--- src/rtl/arb_pkg.sv ---
// Shared constants, state encoding and the round-robin pick helper for the
// four-requester arbiter.
package arb_pkg;

   localparam int unsigned NREQ  = 4;
   localparam int unsigned IDX_W = 2;

   typedef enum logic {
      IDLE  = 1'b0,
      GRANT = 1'b1
   } state_e;

   typedef struct packed {
      logic             found;
      logic [IDX_W-1:0] idx;
   } pick_t;

   // Searches last+1, last+2, ... with wrap; last itself is visited last.
   function automatic pick_t rr_pick(input logic [NREQ-1:0]  req,
                                     input logic [IDX_W-1:0] last);
      pick_t            p;
      logic [IDX_W-1:0] c;
      p = '0;
      for (int unsigned i = 1; i <= NREQ; i++) begin
         c = last + IDX_W'(i);
         if (!p.found && req[c]) begin
            p.found = 1'b1;
            p.idx   = c;
         end
      end
      return p;
   endfunction

endpackage

--- src/rtl/decoder_2x4_en.sv ---
// 2-to-4 one-hot decoder with enable; output is all-zero when disabled.
module decoder_2x4_en
   import arb_pkg::*;
(
   input  logic [IDX_W-1:0] sel_i,
   input  logic             en_i,
   output logic [NREQ-1:0]  dout_o
);

   always_comb begin
      dout_o = '0;
      for (int unsigned i = 0; i < NREQ; i++) begin
         if (en_i && (sel_i == IDX_W'(i))) begin
            dout_o[i] = 1'b1;
         end
      end
   end

endmodule

--- src/rtl/rr_arbiter_4.sv ---
// Four-requester round-robin arbiter with grant hold and a preemption
// timeout; the registered grant index is decoded to a one-hot grant.
module rr_arbiter_4
   import arb_pkg::*;
#(
   parameter int MAX_HOLD = 8,
   parameter int CNT_W    = 4
) (
   input  logic                  clk,
   input  logic                  rst_n,
   input  logic                  en,
   input  logic [NREQ-1:0]       req,
   output logic [NREQ-1:0]       gnt,
   output logic [IDX_W-1:0]      gnt_idx,
   output logic                  gnt_vld,
   output logic                  preempt
);

   state_e           state_q, state_d;
   logic [IDX_W-1:0] last_q, last_d;
   logic [CNT_W-1:0] hold_cnt_q, hold_cnt_d;
   logic [IDX_W-1:0] gnt_idx_q, gnt_idx_d;
   logic             gnt_vld_q, gnt_vld_d;
   logic             preempt_q, preempt_d;

   logic [NREQ-1:0]  gnt_w;
   logic [NREQ-1:0]  others;
   pick_t            pick_all;
   pick_t            pick_oth;

   decoder_2x4_en u_dec (
      .sel_i  (gnt_idx_q),
      .en_i   (gnt_vld_q),
      .dout_o (gnt_w)
   );

   // gnt_w is the current grantee's one-hot while in GRANT, so masking it
   // off leaves only competing requesters.
   assign others   = req & ~gnt_w;
   assign pick_all = rr_pick(req, last_q);
   assign pick_oth = rr_pick(others, last_q);

   always_comb begin
      state_d    = state_q;
      last_d     = last_q;
      hold_cnt_d = hold_cnt_q;
      gnt_idx_d  = gnt_idx_q;
      gnt_vld_d  = gnt_vld_q;
      preempt_d  = 1'b0;

      case (state_q)
         IDLE: begin
            if (en && pick_all.found) begin
               state_d    = GRANT;
               gnt_idx_d  = pick_all.idx;
               last_d     = pick_all.idx;
               gnt_vld_d  = 1'b1;
               hold_cnt_d = CNT_W'(1);
            end
         end
         GRANT: begin
            if (!req[gnt_idx_q]) begin
               if (en && pick_oth.found) begin
                  gnt_idx_d  = pick_oth.idx;
                  last_d     = pick_oth.idx;
                  hold_cnt_d = CNT_W'(1);
               end else begin
                  state_d   = IDLE;
                  gnt_vld_d = 1'b0;
               end
            end else if ((MAX_HOLD != 0) && (hold_cnt_q == CNT_W'(MAX_HOLD)) &&
                         en && pick_oth.found) begin
               gnt_idx_d  = pick_oth.idx;
               last_d     = pick_oth.idx;
               hold_cnt_d = CNT_W'(1);
               preempt_d  = 1'b1;
            end else if (hold_cnt_q < CNT_W'(MAX_HOLD)) begin
               hold_cnt_d = hold_cnt_q + CNT_W'(1);
            end
         end
         default: begin
            state_d   = IDLE;
            gnt_vld_d = 1'b0;
         end
      endcase
   end

   always_ff @(posedge clk or negedge rst_n) begin
      if (!rst_n) begin
         state_q    <= IDLE;
         last_q     <= IDX_W'(NREQ - 1);
         hold_cnt_q <= '0;
         gnt_idx_q  <= '0;
         gnt_vld_q  <= 1'b0;
         preempt_q  <= 1'b0;
      end else begin
         state_q    <= state_d;
         last_q     <= last_d;
         hold_cnt_q <= hold_cnt_d;
         gnt_idx_q  <= gnt_idx_d;
         gnt_vld_q  <= gnt_vld_d;
         preempt_q  <= preempt_d;
      end
   end

   assign gnt     = gnt_w;
   assign gnt_idx = gnt_idx_q;
   assign gnt_vld = gnt_vld_q;
   assign preempt = preempt_q;

endmodule

--- config.mk ---
export PLATFORM = sky130hd
export DESIGN_NAME = rr_arbiter_4
export DESIGN_NICKNAME = d
export VERILOG_FILES = /design/src/rtl/arb_pkg.sv /design/src/rtl/decoder_2x4_en.sv /design/src/rtl/rr_arbiter_4.sv
export SDC_FILE = /design/constraint.sdc
export NUM_CORES = 1
export LEC_CHECK = 0
export CORE_UTILIZATION = 45
export DETAILED_ROUTE_END_ITERATION = 6
export GPL_ROUTABILITY_DRIVEN = 0
export GPL_TIMING_DRIVEN = 0
export PLACE_DENSITY = 0.73
export SLEW_MARGIN = 20
export SYNTH_ARGS = -nofsm -noshare
export SYNTH_HDL_FRONTEND = slang
export SYNTH_HIERARCHICAL = 1
export SYNTH_SLANG_ARGS = --single-unit
--- constraint.sdc ---
create_clock -name clk -period 4.4 [get_ports clk]
set_input_delay 0.66 -clock clk [delete_from_list [all_inputs] [get_ports clk]]
set_output_delay 0.66 -clock clk [all_outputs]
set_load 0.1 [all_outputs]
---- Word-level counts from Yosys, hierarchy flattened ----
Index checks and enable logic that the tools add are counted.
W data, S select, Z words.
storage, ports and cells
  flip-flop bits (word level) ............. 11
  bits of input ports ..................... 7
  output and inout bits ................... 8
  logic and storage cells ................. 105
cells by class
  add/sub/neg operators ................... 4
  order comparisons ....................... 6
  eq/ne operators ......................... 10
  multiplexer cells ....................... 52
  bitwise operators ....................... 3
  reduce and logical (&&, ||, !) cells .... 24
operators by type and width
  cell                   number
  $mux W3                8
  $mux W1                22
  $mux W4                5
  $bmux W1 S2            9
  $lt A2 B3 Y1 const B   5
  $logic_and A1 B1 Y1    14
  $reduce_and A3 Y1      3
  $mux W2                4
  $pmux W4 S2            1
  $logic_not A1 Y1       6
  $ne A2 B2 Y1 const B   3
  $add A2 B2 Y2 const B  2
  $add A4 B1 Y4 const B  1
  $and A4 B4 Y4          1
  $eq A2 B2 Y1 const B   2
  $eq A4 B4 Y1 const B   1
  $lt A4 B4 Y1 const B   1
  $ne A4 B2 Y1 const B   1
  $not A4 Y4             1
  $pmux W1 S2            2
  $pmux W2 S2            1
  $ne A3 B1 Y1 const B   1
  $ne A3 B2 Y1 const B   1
  $add A2 B1 Y2 const B  1
  3 further kinds        3

---- Depth between registers and ports, before layout ----
  depth in word-level cells ............... 21
  mapped depth ............................ 7
  depth with buffers taken out ............ 7

---- Modules after synthesis ----
The synthesis kept the hierarchy.
modules (own cells, without submodules)
  module          instances  cells each  area each (um2)  seq. area each (um2)
  rr_arbiter_4    1          82          770.7            277.8
  decoder_2x4_en  1          4           37.5             0.0

---- Worst setup path before layout ----
OpenSTA, ideal clock, no wires.
  path kind ............................... register -> register
  start point ............................. reg gnt_vld_q (netlist: gnt_vld)
  end point ............................... reg hold_cnt_q[1]
  library setup time ...................... 0.121 ns
  arrival time ............................ 3.567 ns
  required time ........................... 4.279 ns
  slack ................................... 0.712 ns
  cell stages (with the launch flop) ...... 7
  path buffers ............................ 0
  clock period less this slack ............ 3.688 ns
  cells stage by stage .................... dfrtp_1 -> nor3b_2 -> nor2b_1 -> o41ai_2 -> o21ai_0 -> nor2b_1 -> a22o_1
between the ends
  word-level cells in the longest chain between the ends .. 20
  elaborated cells between the ends (all ways) .. 36
  those cells by class .................... eq/ne: 2; mux: 19; bitwise: 2; reduce/logical: 13
RTL lines
  element                        RTL line              text
  from (decl)                    rr_arbiter_4.sv:23    logic gnt_vld_q, gnt_vld_d;
  from (signal assigned)         rr_arbiter_4.sv:101   gnt_vld_q <= gnt_vld_d;
  $logic_and A1 B1 Y1 (*)        decoder_2x4_en.sv:13  if (en_i && (sel_i == IDX_W'(i))) begin
  $mux W1 (*)                    decoder_2x4_en.sv:13
  net gnt[0]                     rr_arbiter_4.sv:13    output logic [NREQ-1:0] gnt,
  $not A4 Y4 (*)                 rr_arbiter_4.sv:39    assign others = req & ~gnt_w;
  $and A4 B4 Y4 (*)              rr_arbiter_4.sv:39
  $bmux W1 S2                    arb_pkg.sv:26         if (!p.found && req[c]) begin
  $mux W1 (implied by the code)  arb_pkg.sv:26
  $mux W3                        arb_pkg.sv:26
  [5 not listed]                 --
  $mux W3                        arb_pkg.sv:26
  $logic_not A1 Y1               arb_pkg.sv:26
  $logic_and A1 B1 Y1            arb_pkg.sv:26
  $mux W3 (*)                    arb_pkg.sv:26
  $logic_and A1 B1 Y1            rr_arbiter_4.sv:72    en && pick_oth.found) begin
  $mux W4                        rr_arbiter_4.sv:71    end else if ((MAX_HOLD != 0) && (hold_cnt_q == CNT_W'(MAX_HOLD)) &&
  $mux W4                        rr_arbiter_4.sv:62    if (!req[gnt_idx_q]) begin
  $pmux W4 S2                    rr_arbiter_4.sv:51    case (state_q)
  to (signal assigned)           rr_arbiter_4.sv:99    hold_cnt_q <= hold_cnt_d;
  to (decl)                      rr_arbiter_4.sv:21    logic [CNT_W-1:0] hold_cnt_q, hold_cnt_d;
The timed path passes the listed nets; every way through them passes the cells marked *. The select of a mux whose other input is x is not followed.
A chain may end at the register's enable or synchronous reset.

---- Final worst setup path ----
  start point ............................. reg gnt_idx_q[0] (netlist: gnt_idx[0])
  end point ............................... out gnt[2]
between the ends
  word-level cells in the longest chain between the ends .. 3
RTL lines
  element                 RTL line              text
  from (decl)             rr_arbiter_4.sv:22    logic [IDX_W-1:0] gnt_idx_q, gnt_idx_d;
  from (signal assigned)  rr_arbiter_4.sv:100   gnt_idx_q <= gnt_idx_d;
  $eq A2 B2 Y1            decoder_2x4_en.sv:13
  $logic_and A1 B1 Y1     decoder_2x4_en.sv:13
  $mux W1                 decoder_2x4_en.sv:13
  to (decl)               rr_arbiter_4.sv:13
Every way passes these cells.

==> results.toml <==
[status]
outcome = "complete, no violations"

[yosys]
synth_nets = 95
synth_top_area_share_pct = 27.86
synth_edf_count = 0
postSynthAreaPerCell_um2 = 9.399
synthTopCellsByCount = "dfrtp_1 (9), inv_1 (8), o21ai_0 (8)"
syn_inst = 86
synth_top_area_cell = "dfrtp_1"
ys_seq_elements = 11
ys_seq_area_share_pct = 34.37
yosys_warnings = 6
yosysMostFrequentCell = "dfrtp_1"
ys_types = 38
synth.area.top_cells = "dfrtp_1 (28%), dfstp_2 (6.5%), o21ai_0 (5.0%)"
syn_area_um2 = 808.3
synthFlopType = "dfrtp_1"
synthArstFlopShare_pct = 100.0

[worst_setup_path]
r2r_end = "hold_cnt_q[0]"
path_max_fanout = 7
criticalPathCategory = "reg2out"
endpoint_kind = "output port"
cp-startpoint = "gnt_idx[0]"
worstReg2RegStart = "gnt_idx[1]"
start_kind = "flip-flop"
cp.arrival_ns = 2.19
required_ns = 3.74
rr_worst_depth = 6
reg2reg_slack_ns = 2.26

[sta]
fin_ws_ns = 1.553
post-route-period-util_pct = 64.69
worstMarginPinSlew_ns = 0.9729
final_max_slew_viol_count = 0
skew_ns = 0.004747
max-slew-margin-rel_pct = 34.93
finalSetupTns_ns = 0
rsz0062_at_grt = "false"
fmax_ghz = 0.3513
setup_viol = 0
min_period_ns = 2.847
hold_viol = 0

[route]
first_pass_iters = 5
vias = 718
post_drt_wl_per_cell_um = 13.12
drt_iter0_drc = 20
finalWirelength_um = 1679
drc = 0
via_per_inst = 5.609
antenna_left = 0

[placement]
portBuffers = 14
hpwl_um = 1314
place_area_um2 = 978.4
post-place-ws_ns = 1.826

[global_route]
grt_overflow = 0
grt_start_max_net_pins = 12
grt_pass1_wl_um = 3001
grt_usage_pct = 20.96
grt_pass1_vias = 699
antenna_found_initial = 0

[finish]
fin_util_pct = 63.03
syn2layout_area_growth_pct = 24.30
layout-drive-gt1-share_pct = 14.42
antenna_cells = 0
stdcell_area_mm2 = 0.001005
final_nets = 114

[min_path]
min_delay_path_depth = 2
min-delay-start = "last_q[0]"
hp-class = "reg2reg"
min_to = "last_q[0]"

[clocking]
cts.htree.levels = 1
cts.hold.buffers_added = 0
clk_pin_slew_ns = 0.06
post_cts_buffers = 0
cts_buffer_depth = 2
cts_tree = "done"
worstSkewPairLatency_ns = 0.26
numCtsBuffers = 3
cts-root-buf = "clkbuf_4"
post_cts_resized = 0
clkSinkCount = 11

[floorplanning]
initial_core_util_pct = 50.71
die_h_um = 44.38
die_x_um = 44.38
io-pin-count = 15
die_area_mm2 = 0.001970
core.rowCount = 14
fp.coreArea_mm2 = 0.001594

[flow_run]
cap_violations = 0
==> registers in the layout (all words and copies together) (netlist names) <==
register,flops
state_q,1
last_q,2
gnt_vld,1
gnt_idx,2
preempt,1
hold_cnt_q,4
==> cell type report <==
| cell class | count | area [um^2] |
|---|---|---|
| Timing Repair Buffer | 14 | 140.1 |
| Tap cell | 24 | 30.03 |
| Sequential cell | 11 | 277.8 |
| Inverter | 8 | 30.03 |
| Multi-Input combinational cell | 67 | 500.5 |
| Fill cell | 125 | 589.3 |
| Clock buffer | 4 | 26.28 |
==> worst max path at each step <==
stage / end / slack, ns / depth (start not counted)
after global routing: gnt[2] / 1.46 / 2
after detailed placement: hold_cnt_q[1] / 1.83 / 6
after CTS: gnt[2] / 1.54 / 2
final: gnt[2] / 1.55 / 2
after global placement: hold_cnt_q[1] / 1.82 / 6
after floorplan: hold_cnt_q[1] / 0.71 / 6
==> critical path, cell delays in order (launching register included) <==
cell             delay (ns)
dfrtp_1                0.47
and3b_1                0.30
clkdlybuf4s50_1        1.15
==> logic make-up after synthesis <==
family          count (synthesis)  synth area share, %
simple gates                   32                24.30
xor+xnor                        1                1.084
fa+ha+maj                       2                3.095
mux                             2                4.025
buf+inv                         8                3.715
flops                          11                34.37
compound gates                 30                29.41
==> cells in the final DEF (no fill, tap or decap), drive strengths merged, types with 3 or more instances in the layout <==
cell type	n
dfrtp	9
nand2b	5
clkdlybuf4s50	14
nor2b	5
o41ai	3
o21a	3
o21ai	8
a21oi	4
clkbuf	4
nand2	7
inv	8
==> stage by stage <==
stage / std cells / hold WS (ns)
final: 128 / 0.5125
after global routing: 128 / 0.5245
after CTS: 128 / 0.5095
after detailed placement: 124 / 0.4982
after global placement: 124 / 0.4964
after floorplan: 86 / 0.3644
==> per-layer routing <==
layer / global-route usage (%) / up-vias / part of all wire (%)
met2: 32.94 / 24 / 46
li1: - / 356 / -
met1: 27.34 / 334 / 48
met5: 0 / - / 0
met3: 4.490 / 4 / 4.9
met4: 10.30 / 0 / 1.0
Power is left out: the tool's default activity adds up to more than one toggle a clock period on the data nets, which glitch-free logic cannot reach.
